**src/rtl/cam_stream_gen.sv**
```systemverilog
// -----------------------------------------------------------------------------
// cam_stream_gen
//   Synthetic OV-style camera source. It produces an RGB565 byte stream with
//   VSYNC/HREF framing, driven by a pixel clock that is CLOCK/2. Four built-in
//   test patterns are available: colour bars, solid red, a 16x16 checker, and
//   red/blue ramps.
//
//   Ports
//     CLOCK      in   system clock; every flop uses its rising edge
//     RESET      in   asynchronous reset, active low
//     EN         in   frame generation enable (sampled on PCLK falling edges)
//     PATTERN    in   [1:0] pattern select, latched when a frame starts
//     PCLK       out  pixel clock, CLOCK/2, held low during reset
//     VSYNC      out  frame sync, active high
//     HREF       out  line valid, active high
//     DATA       out  [7:0] pixel byte; two bytes per RGB565 pixel, 0 while HREF=0
//     FRAME_DONE out  one-CLOCK pulse when a frame finishes
//     FRAME_CNT  out  [7:0] completed-frame counter, wraps 255->0
//
//   Build option
//     CAM_GEN_SCROLL_EN : if defined, the pattern x coordinate becomes
//                         (x + FRAME_CNT) mod H_ACTIVE, so the image scrolls
//                         one pixel per frame. If undefined, patterns are static.
//
//   Every timing parameter is expected to be >= 1, and H_ACTIVE >= 2.
// -----------------------------------------------------------------------------
module cam_stream_gen #(
  parameter int H_ACTIVE = 176,
  parameter int V_ACTIVE = 144,
  parameter int H_BLANK  = 16,
  parameter int VS_LINES = 3,
  parameter int V_BACK   = 2,
  parameter int V_FRONT  = 2
) (
  input  logic       CLOCK,
  input  logic       RESET,
  input  logic       EN,
  input  logic [1:0] PATTERN,
  output logic       PCLK,
  output logic       VSYNC,
  output logic       HREF,
  output logic [7:0] DATA,
  output logic       FRAME_DONE,
  output logic [7:0] FRAME_CNT
);

  // Line time, measured in PCLK periods.
  localparam int L    = 2*H_ACTIVE + H_BLANK;
  localparam int HW   = $clog2(L);
  localparam int M1   = (VS_LINES > V_BACK)  ? VS_LINES : V_BACK;
  localparam int M2   = (V_ACTIVE > V_FRONT) ? V_ACTIVE : V_FRONT;
  localparam int VMAX = (M1 > M2) ? M1 : M2;
  localparam int VW   = $clog2(VMAX + 1);

  localparam logic [HW-1:0] H_LAST     = HW'(L - 1);
  localparam logic [HW-1:0] H_ACT_LAST = HW'(2*H_ACTIVE - 1);
  localparam logic [VW-1:0] VS_LAST    = VW'(VS_LINES - 1);
  localparam logic [VW-1:0] VB_LAST    = VW'(V_BACK - 1);
  localparam logic [VW-1:0] VA_LAST    = VW'(V_ACTIVE - 1);
  localparam logic [VW-1:0] VF_LAST    = VW'(V_FRONT - 1);

  localparam logic [2:0] S_IDLE   = 3'd0;
  localparam logic [2:0] S_VS     = 3'd1;
  localparam logic [2:0] S_VBACK  = 3'd2;
  localparam logic [2:0] S_ACTIVE = 3'd3;
  localparam logic [2:0] S_HBLANK = 3'd4;
  localparam logic [2:0] S_VFRONT = 3'd5;

  logic          pclk_q;
  logic [2:0]    state, nxt_state;
  logic [HW-1:0] h, nxt_h;      // PCLK index within the current line (0..L-1)
  logic [VW-1:0] v, nxt_v;      // line index within the current state
  logic [1:0]    pat_q, nxt_pat;
  logic          line_end;
  logic          frame_end;
  logic          vsync_q, href_q, fd_q;
  logic [7:0]    data_q, fcnt_q;
  logic [7:0]    pix_byte;
  logic [15:0]   x_s;
  logic [31:0]   x8;
  logic [2:0]    bar;
  logic [15:0]   rgb;

  // The framing state advances only on edges where PCLK goes from 1 to 0.
  // The receiver samples on the PCLK rising edge, half a period later, so
  // all outputs are stable by then.
  logic fall;
  assign fall     = pclk_q;
  assign line_end = (h == H_LAST);

  // ---------------------------------------------------------------------------
  // Frame sequencer. The line counter h runs 0..L-1 in every state except
  // IDLE. ACTIVE covers h < 2*H_ACTIVE and HBLANK covers the remainder of the
  // line, so horizontal timing is the same everywhere.
  // ---------------------------------------------------------------------------
  always_comb begin
    nxt_state = state;
    nxt_h     = h;
    nxt_v     = v;
    nxt_pat   = pat_q;
    frame_end = 1'b0;
    case (state)
      S_IDLE: begin
        if (EN) begin
          nxt_state = S_VS;
          nxt_h     = '0;
          nxt_v     = '0;
          nxt_pat   = PATTERN;
        end
      end
      S_VS: begin
        if (line_end) begin
          nxt_h = '0;
          if (v == VS_LAST) begin
            nxt_state = S_VBACK;
            nxt_v     = '0;
          end else begin
            nxt_v = v + 1'b1;
          end
        end else begin
          nxt_h = h + 1'b1;
        end
      end
      S_VBACK: begin
        if (line_end) begin
          nxt_h = '0;
          if (v == VB_LAST) begin
            nxt_state = S_ACTIVE;
            nxt_v     = '0;
          end else begin
            nxt_v = v + 1'b1;
          end
        end else begin
          nxt_h = h + 1'b1;
        end
      end
      S_ACTIVE: begin
        nxt_h = h + 1'b1;
        if (h == H_ACT_LAST) nxt_state = S_HBLANK;
      end
      S_HBLANK: begin
        if (line_end) begin
          nxt_h = '0;
          if (v == VA_LAST) begin
            nxt_state = S_VFRONT;
            nxt_v     = '0;
          end else begin
            nxt_state = S_ACTIVE;
            nxt_v     = v + 1'b1;
          end
        end else begin
          nxt_h = h + 1'b1;
        end
      end
      S_VFRONT: begin
        if (line_end) begin
          nxt_h = '0;
          if (v == VF_LAST) begin
            // Back-to-back frames go straight into VS with no idle PCLK.
            // EN is checked only here, so dropping it mid-frame never cuts a
            // frame short.
            frame_end = 1'b1;
            nxt_v     = '0;
            if (EN) begin
              nxt_state = S_VS;
              nxt_pat   = PATTERN;
            end else begin
              nxt_state = S_IDLE;
            end
          end else begin
            nxt_v = v + 1'b1;
          end
        end else begin
          nxt_h = h + 1'b1;
        end
      end
      default: begin
        nxt_state = S_IDLE;
        nxt_h     = '0;
        nxt_v     = '0;
      end
    endcase
  end

  // ---------------------------------------------------------------------------
  // Pixel generation. This looks at the *next* counters, so the registered
  // DATA byte lines up with the registered HREF. pat_q is already latched when
  // VS is entered, well before the first active byte.
  // ---------------------------------------------------------------------------
`ifdef CAM_GEN_SCROLL_EN
  localparam int XOW = $clog2(H_ACTIVE);
  logic [XOW-1:0] scroll_off;   // FRAME_CNT mod H_ACTIVE, tracked incrementally
  logic [15:0]    x_sum;

  always_ff @(posedge CLOCK or negedge RESET) begin
    if (!RESET) begin
      scroll_off <= '0;
    end else if (fall && frame_end) begin
      // Because 256 is not a multiple of H_ACTIVE, the offset must restart
      // at zero whenever the 8-bit frame counter wraps.
      if (fcnt_q == 8'hFF || scroll_off == XOW'(H_ACTIVE - 1)) scroll_off <= '0;
      else                                                       scroll_off <= scroll_off + 1'b1;
    end
  end

  always_comb begin
    x_sum = 16'(nxt_h[HW-1:1]) + 16'(scroll_off);
    x_s   = (x_sum >= 16'(H_ACTIVE)) ? x_sum - 16'(H_ACTIVE) : x_sum;
  end
`else
  always_comb x_s = 16'(nxt_h[HW-1:1]);
`endif

  always_comb begin
    // bar = (x*8)/H_ACTIVE, computed with compares against constant
    // thresholds so that no divider is needed.
    x8  = {13'd0, x_s, 3'b000};
    bar = 3'd0;
    for (int k = 1; k < 8; k++) begin
      if (x8 >= 32'(k*H_ACTIVE)) bar = 3'(k);
    end

    case (pat_q)
      2'd0: begin
        case (bar)
          3'd0:    rgb = 16'hFFFF;
          3'd1:    rgb = 16'hFFE0;
          3'd2:    rgb = 16'h07FF;
          3'd3:    rgb = 16'h07E0;
          3'd4:    rgb = 16'hF81F;
          3'd5:    rgb = 16'hF800;
          3'd6:    rgb = 16'h001F;
          default: rgb = 16'h0000;
        endcase
      end
      2'd1:    rgb = 16'hF800;
      2'd2:    rgb = (x_s[4] ^ (|(16'(nxt_v) & 16'h0010))) ? 16'hFFFF : 16'h0000;
      default: rgb = {x_s[7:3], 6'b000000, ~x_s[7:3]};
    endcase

    // An even PCLK index in the line carries the high byte.
    pix_byte = nxt_h[0] ? rgb[7:0] : rgb[15:8];
  end

  // ---------------------------------------------------------------------------
  // State and output registers
  // ---------------------------------------------------------------------------
  always_ff @(posedge CLOCK or negedge RESET) begin
    if (!RESET) begin
      pclk_q  <= 1'b0;
      state   <= S_IDLE;
      h       <= '0;
      v       <= '0;
      pat_q   <= 2'd0;
      vsync_q <= 1'b0;
      href_q  <= 1'b0;
      data_q  <= 8'h00;
      fd_q    <= 1'b0;
      fcnt_q  <= 8'h00;
    end else begin
      pclk_q <= ~pclk_q;
      fd_q   <= 1'b0;   // a set on a falling edge lasts exactly one CLOCK
      if (fall) begin
        state   <= nxt_state;
        h       <= nxt_h;
        v       <= nxt_v;
        pat_q   <= nxt_pat;
        vsync_q <= (nxt_state == S_VS);
        href_q  <= (nxt_state == S_ACTIVE);
        data_q  <= (nxt_state == S_ACTIVE) ? pix_byte : 8'h00;
        if (frame_end) begin
          fd_q   <= 1'b1;
          fcnt_q <= fcnt_q + 8'd1;
        end
      end
    end
  end

  assign PCLK       = pclk_q;
  assign VSYNC      = vsync_q;
  assign HREF       = href_q;
  assign DATA       = data_q;
  assign FRAME_DONE = fd_q;
  assign FRAME_CNT  = fcnt_q;

endmodule
```
**config.mk**
```make
export PLATFORM = sky130hd
export DESIGN_NAME = cam_stream_gen
export DESIGN_NICKNAME = d
export VERILOG_FILES = /design/src/rtl/cam_stream_gen.sv
export SDC_FILE = /design/constraint.sdc
export NUM_CORES = 1
export LEC_CHECK = 0
export BUFFER_PORTS_ARGS = -buffer_cell sky130_fd_sc_hd__buf_4
export CAP_MARGIN = 20
export CORE_UTILIZATION = 55
export DETAILED_ROUTE_END_ITERATION = 12
export PLACE_DENSITY_LB_ADDON = 0.3
export SYNTH_ARGS = -nofsm -noshare
export SYNTH_HDL_FRONTEND = slang
export SYNTH_SLANG_ARGS = --single-unit
```
**constraint.sdc**
```tcl
create_clock -name CLOCK -period 5.45 [get_ports CLOCK]
set_input_delay 0.2725 -clock CLOCK [delete_from_list [all_inputs] [get_ports CLOCK]]
set_output_delay 0.2725 -clock CLOCK [all_outputs]
set_load 0.03 [all_outputs]
```
* Yosys cells after proc, flatten, opt, wreduce, memory -nomap -nowiden *
Cells that the tools add are included.

storage, ports and cells
  bits in registers = 42
  input port bits = 5
  output and inout bits = 20
  word-level logic and storage cells = 104

operators by class
  add/subtract/negate cells = 3
  magnitude comparators = 7
  eq/ne operators = 26
  muxes and demuxes = 44
  bitwise gates (word level) = 4
  reductions and logical operators = 9

operators with widths
  cell                  number
  $pmux 16 s7           1
  $mux 8                9
  $mux 3                16
  $pmux 16 s3           1
  $pmux 8 s5            1
  $ge 11x10->1 const B  3
  $pmux 9 s3            1
  $ge 11x11->1 const B  2
  $eq 9x9->1 const B    2
  $mux 9                2
  $pmux 3 s6            1
  $add 8x1->8 const B   2
  $mux 16               1
  $eq 3x2->1 const B    5
  $eq 3x3->1 const B    5
  $ge 11x8->1 const B   1
  $ge 11x9->1 const B   1
  $ne 2x2->1 const B    5
  $add 9x1->9 const B   1
  $eq 3x1->1 const B    3
  $eq 8x1->1 const B    1
  $eq 8x2->1 const B    1
  $eq 8x8->1 const B    1
  $mux 1                7
  other kinds (16)      20

* Depth between registers and ports, before layout *
Gate-level depths: netlist (run 1).

  word-level depth = 16
  mapped depth = 11
  depth with buffers taken out = 11

* Worst setup path before layout (run 1) *
No wires, ideal clock.

  path kind = register -> register
  start = register h[0]
  end = register data_q[6] (netlist: DATA[6])
  library setup time = 0.126 ns
  data arrival time = 2.566 ns
  data required time = 5.324 ns
  setup slack = 2.758 ns
  cell stages (with the launch flop) = 11
  path buffers = 0
  clock period less this slack = 2.692 ns
  cells stage by stage = dfrtp_1 ha_1 and3_1 o31ai_4 a32oi_2 or3_1 a21o_1 a211oi_2 o211ai_1 o21a_1 a221o_1

on the way
  cells in the longest elaborated chain, start to end = 16
  elaborated cells on any way between the ends = 44
  those cells by class = add/sub: 1; order compare: 7; eq/ne: 9; mux: 25; bitwise: 1; reduce/logical: 1

RTL lines
  element                                           line  source
  from (decl)                                       71    logic [HW-1:0] h, nxt_h;
  from (signal assigned)                            265   h <= nxt_h;
  $add 9x1->9 / $eq 9x9->1 (equally long branches)  -
  $mux 9                                            -
  $pmux 9 s3                                        102   case (state)
  $ge 11x8->1                                       220   if (x8 >= 32'(k*H_ACTIVE)) bar = 3'(k);
  $mux 1                                            220
  $mux 3 (6 in series)                              220
  $eq 3x3->1, or another cell as far along          225   case (bar)
  $pmux 16 s7                                       225
  $pmux 16 s3                                       223   case (pat_q)
  $mux 8                                            242   pix_byte = nxt_h[0] ? rgb[7:0] : rgb[15:8];
  $mux 8 *                                          270   data_q <= (nxt_state == S_ACTIVE) ? pix_byte : 8'h00;
  to (signal assigned)                              270
  to (decl)                                         77    logic [7:0] data_q, fcnt_q;

Every way passes the cells marked *; elsewhere a longest branch is shown, timed or not. The select of a mux whose other input is x is not followed.
A chain may end at the register's enable or synchronous reset.

* Final worst setup path (run 1) *
  start = register h[0]
  end = register data_q[0] (netlist: DATA[0])

The elaborated chain is that of the path after synthesis.

==> run summary, run 1 <==
The final cell area excluding filler cells came out at 0.003278 mm2. The utilization of the core after routing came out at 62.59%. The maximum fanout along the worst path came out at 11.

The global route total overflow is 0. In the routed layout, each cell is associated on average with a via count of 6.314. The number of slew-limit violations in the final report came to 0. The routed wire length per instance came out at ~17 um. The first global-routing pass estimated roughly 12 mm of wire. At the worst endpoint, the arrival time is 3.57 ns.

The net count of the mapped netlist is 340. The clock transition at the registers of the reported paths is 0.08 ns. The starting density of the core is 58.34%.

The largest clock skew in the final design came out at between 0.015 and 0.02 ns. The required time of the critical path came out at 5.66 ns. The largest single stage delay on the critical path is roughly 0.57 ns. Setup repair after global routing left no endpoint under its margin.

The congestion estimate from routability-driven global placement came to between 0.9 and 1. The number of distinct library cells after synthesis came out at between 80 and 90. The number of inserted diodes came out at 0. The share of the synthesized netlist area taken by xor and xnor gates came out at 2.007%. The number of remaining DRC errors is 0. In this run the clock root is driven by a sky130_fd_sc_hd__clkbuf_8. Summed over all layers, the routed wires come to 6.907 mm. Synthesis produced 330 cells. The number of cells on the worst reg-to-reg path is 10. Max-cap violations in this run came to 0. After filler insertion, the fill cell instance count of the layout stands at 447. The quantity of I/O buffers inserted on ports is 24. The library cells used most frequently in the layout, excluding fill and tap cells, are 42 x sky130_fd_sc_hd__dfrtp_1, 33 x sky130_fd_sc_hd__nor2_1, 26 x sky130_fd_sc_hd__nand2_1, 24 x sky130_fd_sc_hd__buf_4, 20 x sky130_fd_sc_hd__o21ai_0. For this design the ratio of total power to cell area is between 150 and 200 mW/mm2.

Among all stages on the critical path, the largest delay is contributed by sky130_fd_sc_hd__nor2_1. The height of the die came out at between 70 and 80 um. In this run the mean area of a mapped cell was 9.259 um2. The actual transition at the worst max-transition pin is 0.9508 ns. In this run the standard cell core region covers 0.005238 mm2. The accumulated negative setup slack came out at 0 ns.

The endpoint of the worst register-to-register path is DATA[0]$_DFFE_PN0P_. The first TritonRoute pass finished after 4 iterations. Tracing the worst setup path back leads to its startpoint at h[0]$_DFFE_PN0P_. The proportion of layout cells with a drive suffix above 1 is 21.04%. The count of nets after finishing came out at between 300 and 400.

The path class of the lowest-slack min-delay path is primary input to register. The instance area at placement is 0.003178 mm2. STA classifies the critical path endpoint as a register. The worst-case IR drop observed on VDD is 0.1738 mV. After synthesis, the largest family of logic cells by area is simple AND/OR/NAND/NOR gates. The overall die area is 0.005858 mm2. The number of antenna violations at the first check in global routing is 0. The portion of netlist area occupied by mux cells came out at 1.474%. The post-synthesis to final-layout area growth came out at 7.289%. The post-route clock period utilization came out at 61.65%.

The number of global-route vias before repair is 2475. The clock passes through at most 2 buffers. The number of hold violations in the final report came out at 0. The area fraction in compound gates after synthesis is 26.54%. The initial DRC count is 313.

The clock tree synthesis step divided the H-tree into 2 levels. The post-synthesis instance area came out at 0.003055 mm2. The TritonCTS clock tree is done.

The post-DP HPWL is between 5 and 6 mm. The synthesized-area fraction occupied by adder cells came out at 2.048%. The critical path goes through ha_1, nand4b_4, o311ai_4, a211oi_1, nor2_1, and3_1, a211oi_1, a211oi_2, nor3_1, o32ai_1. The most frequent standard cell in the layout excluding fill and tap cells is sky130_fd_sc_hd__dfrtp_1. The async set-reset flop share out of synthesis is 100.0%.

The run finished with clean final reports. The clock latency on the worst-skew pair came out at 0.31 ns. The number of rows in the core area is 26.

The shortest clock period the worst path allows after layout came out at around 3.4 ns. The pin count of the biggest net entering global routing is 43. The number of clock sinks came out at 42.

In this run, synthesis produced a sequential element count of 42. The number of buffers added by the clock tree synthesis step is 5. In this run the register-to-register setup slack is 2.09 ns. The nature of the critical path startpoint is a register. The horizontal extent of the die came out at 76.54 um. The sequential fraction of the synthesis area is 34.40%.

The post-route antenna net violation count came out at 0. The total via count after detailed routing came out at 2633. 25 I/O pins were placed. The worst slack at placement came out at 2.161 ns. The reported leakage power is approximately 1.4 nW. The upper clock frequency limit is 0.2976 GHz. The final number of setup-violating endpoints came out at 0.

The most critical setup path has its endpoint at DATA[0]$_DFFE_PN0P_. The global router's overall resource usage came out at 25.10%. Headroom to the max-slew limit came out at between 30 and 40%. The simple-gate portion of the synthesized area came out at 26.95%. The setup path with the least slack is of type register to register. Yosys printed 0 warnings.

The number of flops mapped to enable cells by yosys came out at 0. The post-cts resize count is 0. After layout, the worst setup slack is 2.090 ns. The startpoint identified for the worst register-to-register timing path is h[0]$_DFFE_PN0P_. By instance count, the cell type seen most on the critical path is sky130_fd_sc_hd__a211oi_1. Among all flip-flop cells after synthesis, the most frequent one is sky130_fd_sc_hd__dfrtp_1.
==> cells in the mapped netlist, types with 4 or more instances <==
cell type,instances,area share (%)
sky130_fd_sc_hd__o21ai_0,20,3.3
sky130_fd_sc_hd__a211oi_1,4,0.98
sky130_fd_sc_hd__nand2b_1,6,1.2
sky130_fd_sc_hd__or3_1,5,1.0
sky130_fd_sc_hd__clkbuf_8,5,2.3
sky130_fd_sc_hd__o31ai_1,4,0.98
sky130_fd_sc_hd__mux2_2,4,1.5
sky130_fd_sc_hd__and3_1,8,1.6
sky130_fd_sc_hd__nor3_1,11,1.8
sky130_fd_sc_hd__nand4_1,9,1.8
sky130_fd_sc_hd__nor2_1,33,4.1
sky130_fd_sc_hd__inv_1,15,1.8
sky130_fd_sc_hd__dfrtp_1,42,34
sky130_fd_sc_hd__xnor2_1,5,1.4
sky130_fd_sc_hd__a21oi_1,13,2.1
sky130_fd_sc_hd__nand2_1,26,3.2
sky130_fd_sc_hd__a31oi_1,5,1.0
sky130_fd_sc_hd__nand3_1,10,1.6
sky130_fd_sc_hd__clkbuf_1,4,0.49
sky130_fd_sc_hd__ha_1,5,2.0
==> state kept, by name, indices dropped and copies added, names as in the netlist <==
signal / flops
h: 9
DATA: 8
FRAME_CNT: 8
v: 8
state: 3
pat_q: 2
FRAME_DONE: 1
HREF: 1
PCLK: 1
VSYNC: 1
==> where the power goes <==
part           switching (W)  internal, W  leakage (nW)
sequential                 0     0.000311         0.548
combinational     0.00000693   0.00000244         0.852
clock               0.000117    0.0000901        0.0441
==> logic make-up (layout without fill, tap and decap cells) <==
group | count (synthesis) | after routing
XOR/XNOR | 7 | 7
buffers and inverters | 31 | 48
multiplexers | 4 | 4
adder cells (fa/ha/maj) | 5 | 5
AND/OR/NAND/NOR | 141 | 141
AO/OA/AOI/OAI | 100 | 100
flip-flops | 42 | 42
==> how the worst min path moves through the flow <==
stage / startpoint / end / slack (ns) / cells past startpoint
final: PATTERN[1] / pat_q[1]$_DFFE_PN0P_ / 0.20 / 2
after global routing: PATTERN[1] / pat_q[1]$_DFFE_PN0P_ / 0.21 / 2
after CTS: PATTERN[1] / pat_q[1]$_DFFE_PN0P_ / 0.20 / 2
after detailed placement: RESET / FRAME_CNT[3]$_DFFE_PN0P_ / 0.29 / 1
after global placement: RESET / FRAME_CNT[3]$_DFFE_PN0P_ / 0.28 / 1
after floorplan: RESET / DATA[0]$_DFFE_PN0P_ / -0.02 / 0
==> final cells by class <==
type	instances	area, um2	share of cell area, %
multi-input cells	257	1803	55.00
inverters	15	56.30	1.718
well taps	70	87.58	2.672
clock buffers	5	68.82	2.099
repair buffers	25	190.2	5.802
flip-flops and latches	42	1051	32.06
clock inverters	3	21.27	0.6489
==> through the flow <==
stage	hold WS, ns	cells	power (W)
2_1_floorplan	-0.02309	330	0.0003180
3_3_place_gp	0.2792	408	0.0003267
3_5_place_dp	0.2868	408	0.0003268
4_1_cts	0.1962	417	0.0005328
5_1_grt	0.2065	417	0.0005446
6_report	0.2024	417	0.0005274
==> per-layer routing <==
layer	vias up	track usage [%]	routed length (um)
met3	13	2.036	254
met4	0	10.77	154
met1	1276	36.75	3384
li1	1269	-	-
met5	-	0	0
met2	75	37.93	3113
==> worst max-delay path: cells and delay by family (launching register included) <==
kind	cells	cell delay (ns)
adders and majority gates	1	0.36
DFF	1	0.45
AOI/OAI and AO/OA	5	1.26
and+or+nand+nor	4	1.21
==> timing repair <==
item / CTS / global route
setup buffers: 0 / 0
hold endpoints to repair: 42 / 0
hold buffers: 1 / 0
(Power assumes the default switching activity.)
==> run 2, diff against run 1 <==
--- a/config.mk
+++ b/config.mk
@@ -5,9 +5,10 @@
 export SDC_FILE = /design/constraint.sdc
 export NUM_CORES = 1
 export LEC_CHECK = 0
+export ABC_AREA = 1
 export BUFFER_PORTS_ARGS = -buffer_cell sky130_fd_sc_hd__buf_4
 export CAP_MARGIN = 20
-export CORE_UTILIZATION = 55
+export CORE_UTILIZATION = 54
 export DETAILED_ROUTE_END_ITERATION = 12
 export PLACE_DENSITY_LB_ADDON = 0.3
 export SYNTH_ARGS = -nofsm -noshare
==> constraint.sdc (replaced) <==
create_clock -name CLOCK -period 2.8 [get_ports CLOCK]
set_input_delay 0.14 -clock CLOCK [delete_from_list [all_inputs] [get_ports CLOCK]]
set_output_delay 0.14 -clock CLOCK [all_outputs]
set_load 0.03 [all_outputs]
==> run 2 against run 1 <==
Net effect: count of clock-buffer cells in the layout unchanged; critical path depth up 4; setup slack got worse by 1.8 ns; clock power rose by 100%; hold slack got worse by 0.090 ns; critical endpoint is now DATA[6]$_DFFE_PN0P_.
==> run summary, run 2 <==
The flow ran to the end, and the final reports show no timing, DRC or antenna violations. Across the run, the number of max-cap violations was 0. Yosys printed 0 warnings. The sequential fraction of the synthesis area is 38.01%. Setup violations remaining at the end of the flow were counted as 0. The number of flops mapped to enable cells by yosys came out at 0.

The startpoint of the worst register-to-register path is h[0]$_DFFE_PN0P_. The met3 routed wirelength is 403 um. In this run the top signal layer used is met4. The required time of the critical path is 2.99 ns. The net count of the mapped netlist is 413.

The first detailed-routing pass ran for 5 iterations. Synthesis produced a netlist whose cell count is 403. The upper clock frequency limit is 0.3920 GHz.

The path class of the tightest hold or removal check is primary input to register. The wire length after detailed routing came out at 6.500 mm. Cells with a size suffix above 1 make up between 10% and 20% of the layout. The starting density of the core is between 50% and 60%. The buffers plus inverters on the worst setup path came out at 1. The number of antenna violations at the first check in global routing came out at 0.

The category of cells accounting for the largest share of critical-path delay is compound AO/OA/AOI/OAI gates. The nature of the critical path startpoint is a register. The async set-reset flop share out of synthesis is 100.0%.

The met2 wire length came out at 3.041 mm. For this run, the total global-route usage over all layers was measured as 26.06%. The per-cell via count in the routed design is 5.369. A synthesized cell averages 6.861 um2. The number of register bits inferred by synthesis is 42. The repair_antennas step left the layout with diodes totalling 0.

The later pin in the worst-skew pair is clocked with a latency of 0.30 ns. Counting the buffers created by CTS gives 5. The worst setup path is of the register to register kind. The global route total overflow came out at 0.

The endpoint arrival time on the critical path came out at approximately 2.7 ns. Once detail routing completed, the nets flagged for antenna violations numbered 0. The pin count of the biggest net entering global routing came out at 43. In the post-synthesis netlist, the biggest area contributors are sky130_fd_sc_hd__dfrtp_1 38%, sky130_fd_sc_hd__nand2_1 18%, sky130_fd_sc_hd__inv_1 6.9%. The die is ~74 um tall. The detailed router put a total of ~2.9 mm of wire on met1. The largest clock skew in the final design came out at 0.006052 ns. The largest stage delay on the critical path came out at 0.40 ns.

For the pin with the worst max-slew slack, the measured transition is 0.5367 ns. The wire-length estimate of the detail-placed layout is 4.702 mm. TritonCTS built the clock tree. The first global-routing pass estimated between 10 and 15 mm of wire. The routed wire length per instance is approximately 13 um. The share of Yosys cell area claimed by the top area cell type is 38.01%. In this run the deepest clock path goes through 2 buffers. The maximum fanout along the worst path is 10.

The library cell used most frequently in the layout, excluding fill and tap cells, is sky130_fd_sc_hd__nand2_1. The accumulated negative setup slack is 0 ns. The horizontal extent of the die came out at between 70 and 80 um. The cell sitting at the root of the clock tree is a sky130_fd_sc_hd__clkbuf_8. The worst setup path is captured at a register.

The largest total area in the synthesized netlist belongs to sky130_fd_sc_hd__dfrtp_1. The total via count after detailed routing came out at approximately 2700. The floorplan step defined a die boundary enclosing 0.005411 mm2.

The max-slew headroom at the worst pin is between 60 and 70%. The post-synthesis to final-layout area growth came out at 14.98%. Pin placement for this block handled 25 I/O pins. The number of rows in the core area came out at 25. After floorplanning, the core was sized to cover 0.004817 mm2.

The post-layout total power came out at ~0.0011 W. Among all cell types in the netlist, the one instantiated most often is sky130_fd_sc_hd__nand2_1. The count of nets after finishing is between 400 and 500. The largest vdd supply drop is 0.3155 mV.

The number of clock sinks is 42. The number of flip-flops under the largest register name is 9. The initial DRC count is 255. The most common flop cell mapped by yosys is sky130_fd_sc_hd__dfrtp_1. Setup repair after global routing left no endpoint under its margin. The number of slew-limit violations in the final report is 0.

The shortest clock period the worst path allows after layout is 2.551 ns. The weighted congestion at the end of routability-driven global placement is 0.9587. In this run the most critical hold path is launched from PATTERN[0].

By count the netlist is led by 131 x sky130_fd_sc_hd__nand2_1, 51 x sky130_fd_sc_hd__inv_1, 42 x sky130_fd_sc_hd__dfrtp_1. The signal on the critical path passes through ha_2, nand3_2, inv_1, nand3_2, nand2_2, nand2_4, a21oi_4, nand2_1, o21ai_1, o21ai_1, nand3_1, nand3_2, a21oi_1, o21ai_0. The cell occurring most often along the worst timing path is sky130_fd_sc_hd__nand3_2. Leaving out fill and tap cells, the most frequent cells in the layout are 131 x sky130_fd_sc_hd__nand2_1, 51 x sky130_fd_sc_hd__inv_1, 42 x sky130_fd_sc_hd__dfrtp_1, 35 x sky130_fd_sc_hd__nor2_1, 31 x sky130_fd_sc_hd__buf_4.

The H-tree depth reported by CTS came out at 2. In this run the power density over the cells is 331.5 mW/mm2. In this run the worst setup path begins at h[0]$_DFFE_PN0P_. The quantity of I/O buffers inserted on ports came out at 24.

The clock transition at the registers of the reported paths came out at 0.09 ns. The number of hold violations in the final report came to 0. The number of distinct library cells after synthesis came out at 35.

More flip-flops sit in one register than any other, and that register is h. The number of remaining DRC errors is 0. The highest-delay cell along the critical path is sky130_fd_sc_hd__dfrtp_1. The post-route clock period utilization came out at 91.11%.

The reported leakage power is 1.687 nW. The synthesized netlist occupies a cell area of around 0.0028 mm2. The number of global-route vias before repair is 2541. The layout has ~440 filler cells.
## run 2: worst paths after layout
path,endpoint,slack [ns],cells past startpoint
worst max register to register,DATA[6]$_DFFE_PN0P_,0.25,14
max in group asynchronous,PCLK$_DFF_PN0_,2.06,2
worst min-delay path,pat_q[0]$_DFFE_PN0P_,0.11,3
min in group asynchronous,v[7]$_DFFE_PN0P_,0.36,2
worst max-delay path,DATA[6]$_DFFE_PN0P_,0.25,14
worst min register to register,DATA[0]$_DFFE_PN0P_,0.49,2
## run 2: tightest hold or removal path: stages
cell	delay [ns]
sky130_fd_sc_hd__buf_4	0.08
sky130_fd_sc_hd__nor2_1	0.03
sky130_fd_sc_hd__a21oi_1	0.12
## run 2: area by class of cell
class | count | area, um2 | share of cell area (%)
sequential | 42 | 1051 | 33.06
clock inverter | 3 | 25.02 | 0.7871
tap | 67 | 83.83 | 2.637
timing repair buffer | 32 | 242.7 | 7.635
clock buffer | 5 | 68.82 | 2.165
inverter | 55 | 206.4 | 6.494
multi-input combinational | 300 | 1501 | 47.23
## run 2: metal layers
metal	GRT usage [%]	up-vias
met5	0	-
met4	9.615	0
met3	5.761	13
met2	43.43	93
met1	33.07	1240
li1	-	1360
## run 2: kinds of logic after synthesis
logic type / count (synthesis) / share of synthesized area, %
DFF: 42 / 38.01
AOI/OAI and AO/OA: 64 / 13.53
and+or+nand+nor: 222 / 34.93
adders and majority gates: 5 / 2.262
buffers and inverters: 61 / 8.416
xor gates and xnor gates: 9 / 2.850
## run 2: repair_timing
item / in CTS / in global routing
resized for setup: 0 / 4
endpoints found under the hold margin: 42 / 0
hold buffers: 1 / 0
setup buffers: 0 / 3
setup endpoints to repair: 0 / 7
## run 2: metrics by stage
stage,hold slack [ns],std cells,instance area [um2],utilization [%],setup WS (ns)
after floorplan,-0.1556,403,2765,-,0.6011
after global placement,0.1592,492,3033,62.96,0.2493
after detailed placement,0.1590,492,3033,62.96,0.1992
after CTS,0.1025,501,3137,65.12,0.1739
after global routing,0.1125,504,3179,66.00,0.01604
final,0.1123,504,3179,66.00,0.2489
## run 2: power breakdown
part / total [W] / switching [W] / internal [W]
combinational: 0.0000249 / 0.0000176 / 0.00000724
sequential: 0.000611 / 0.00000238 / 0.000609
clock: 0.000418 / 0.000238 / 0.000180
total: 0.00105 / 0.000258 / 0.000796
==> run 3, diff against run 2 <==
--- a/config.mk
+++ b/config.mk
@@ -10,7 +10,8 @@
 export CAP_MARGIN = 20
 export CORE_UTILIZATION = 54
 export DETAILED_ROUTE_END_ITERATION = 12
-export PLACE_DENSITY_LB_ADDON = 0.3
+export PLACE_DENSITY_LB_ADDON = 0.05
+export REMOVE_ABC_BUFFERS = 1
 export SYNTH_ARGS = -nofsm -noshare
 export SYNTH_HDL_FRONTEND = slang
 export SYNTH_SLANG_ARGS = --single-unit
==> run 3 against run 2 <==
Net effect: sequential power hardly changed; register-to-register slack hardly changed; count of clock-buffer cells in the layout stayed put; critical endpoint is now DATA[2]$_DFFE_PN0P_; setup slack worse by 0.013 ns.
==> run summary, run 3 (synthesized netlist as in run 2, its figures left out) <==
The number of slew-limit violations in the final report was 0. The weighted congestion at the end of routability-driven global placement is 1.006. The total area inside the core boundary comes to just under 0.005 mm2. In this run the power density over the cells is between 300 and 400 mW/mm2. The accumulated negative setup slack is 0 ns. The largest stage delay on the critical path came out at around 0.42 ns.

The number of rows in the core area is 25. The height of the die came out at roughly 74 um. The number of max-capacitance violations reported came out at 0. The post-synthesis to final-layout area growth came out at 14.07%.

The largest clock skew in the final design is 0.005020 ns. In the layout the commonest cells are 131 x sky130_fd_sc_hd__nand2_1, 51 x sky130_fd_sc_hd__inv_1, 42 x sky130_fd_sc_hd__dfrtp_1, 36 x sky130_fd_sc_hd__nor2_1, 27 x sky130_fd_sc_hd__buf_4. Measured along the x axis, the die boundary spans 73.56 um. The post-layout total power is 0.001058 W. The initial DRC count is 174. The pin count of the biggest net entering global routing is 43. In this run the tool buffered the top-level ports with 24 buffer cells. The post-DP HPWL is ~4.6 mm. Setup repair after global routing left no endpoint under its margin.

The final number of setup-violating endpoints came out at 0. The number of antenna violations at the first check in global routing is 0. The number of search-and-repair iterations in the first detailed-routing pass came out at 5. The total via count after detailed routing came out at roughly 2600. The number of flip-flops under the largest register name came out at 9.

CTS placed an instance of sky130_fd_sc_hd__clkbuf_8 at the clock tree root. The largest vdd supply drop came out at 0.2301 mV. TritonCTS built the clock tree. Once detail routing completed, the nets flagged for antenna violations numbered 0.

The maximum buffer depth of the clock tree came out at 2. The number of global-route vias before repair is 2424. The global router's overall resource usage came out at 26.35%. The upper clock frequency limit came out at 0.3899 GHz.

Walking the worst path, the cells encountered are ha_2, nand3_2, inv_1, nand3_2, nand2_2, nand2_4, nand2_1, nand2_2, inv_2, nand2_1, a21oi_1, nand2_1, nand2_1, nand2_1, nand2_1, nand2_1, nand2_1, nand2_2, nand2_1, nand2_1, nand2_1, nand2_1. The worst setup path is of the register to register kind. The number of remaining DRC errors came out at 0.

Among the stages of the critical path, the cell type that occurs most often is sky130_fd_sc_hd__nand2_1. The shortest clock period the worst path allows after layout came out at 2.565 ns. The global route total overflow came out at 0.

The number of clock sinks is between 40 and 50. The endpoint arrival time on the critical path came out at 2.77 ns. Ranked by flip-flop count, first place goes to h. The number of clock buffers added by TritonCTS is 5. The path class of the tightest hold or removal check is primary input to register. Of all nets on the critical path, the largest fanout is 10. After detailed routing, the average wire length per cell comes to around 13 um.

The post-route clock period utilization came out at 91.59%. The clock transition at the registers of the reported paths came out at 0.09 ns. The clock latency on the worst-skew pair is 0.31 ns. The slowest stage of the critical path belongs to the cell sky130_fd_sc_hd__dfrtp_1.

In this run the count of I/O pins placed on the die edge is 25. The required time of the critical path is 3.01 ns. The post-route netlist has 13.86% of its cells at a drive strength greater than 1. The analysis attributes to cell leakage a power of ~1.7 nW.

The per-cell via count in the routed design came out at 5.298. The overall die area came out at 0.005411 mm2. The H-tree was split into 2 levels. STA classifies the critical path startpoint as a register. The endpoint class of the critical path is a register. The first-pass GRT wire length came out at roughly 11 mm. The max-slew headroom at the worst pin came out at 63.08%. The number of hold violations in the final report came to 0. The run finished with clean final reports.

The count of nets after finishing came out at 442. The most frequent standard cell in the layout excluding fill and tap cells is sky130_fd_sc_hd__nand2_1. The starting density of the core is 57.40%. The number of inserted diodes is 0. The actual transition at the worst max-transition pin came out at roughly 0.55 ns.

The wire length after detailed routing is 6.349 mm.
[run 3: final timing paths]
| path | startpoint | endpoint | slack [ns] | cells after the start |
|---|---|---|---|---|
| min | PATTERN[0] | pat_q[0]$_DFFE_PN0P_ | 0.08 | 3 |
| min in group asynchronous | RESET | h[3]$_DFFE_PN0P_ | 0.37 | 2 |
| max in group asynchronous | RESET | DATA[2]$_DFFE_PN0P_ | 2.07 | 2 |
| max | h[1]$_DFFE_PN0P_ | DATA[2]$_DFFE_PN0P_ | 0.24 | 22 |
| max reg2reg | h[1]$_DFFE_PN0P_ | DATA[2]$_DFFE_PN0P_ | 0.24 | 22 |
| min reg2reg | FRAME_CNT[7]$_DFFE_PN0P_ | FRAME_CNT[7]$_DFFE_PN0P_ | 0.48 | 1 |
[run 3: what timing repair did]
item / 4_1_cts / 5_1_grt
endpoints found under the setup margin: 0 / 8
hold endpoints to repair: 42 / 0
hold buffers: 1 / 0
buffers inserted: 0 / 0
resized for setup: 0 / 5
[run 3: report_power, final]
group,internal [W],total (W),leakage (nW),switching (W)
registers,0.000609,0.000611,0.524,0.00000235
clock network,0.000179,0.000422,0.0408,0.000243
logic,0.00000724,0.0000251,1.10,0.0000179
total,0.000795,0.00106,1.66,0.000263
[run 3: per-layer routing]
layer  wire, um  global-route usage [%]
met3        289                   4.390
met2       2790                   40.67
met4        104                   8.547
met5          0                       0
met1       3164                   37.61
[run 3: critical path: cells and delay by family (launching register included)]
kind                     cells  cell delay [ns]
AO/OA/AOI/OAI                1             0.14
adder cells (fa/ha/maj)      1             0.24
buffers and inverters        2             0.19
flip-flops                   1             0.42
AND/OR/NAND/NOR             18             1.47
[run 3: through the flow]
step / hold slack, ns / std cells / setup WS [ns] / utilization, % / area [um2]
finish: 0.07563 / 500 / 0.2354 / 65.48 / 3154
global route: 0.09261 / 500 / 0.003208 / 65.48 / 3154
CTS: 0.07074 / 500 / 0.2088 / 64.94 / 3128
detailed placement: 0.1700 / 491 / 0.2334 / 62.81 / 3025
global placement: 0.1594 / 491 / 0.2552 / 62.81 / 3025
floorplan: -0.1556 / 397 / 0.4863 / - / 2739
[run 3: layout make-up]
class                   count  area [um2]
multi-input cells         300        1508
inverters                  55       206.4
flip-flops and latches     42        1051
fillers                   454        1663
repair buffers             28       212.7
well taps                  67       83.83
clock inverters             3       23.77
clock buffers               5       68.82
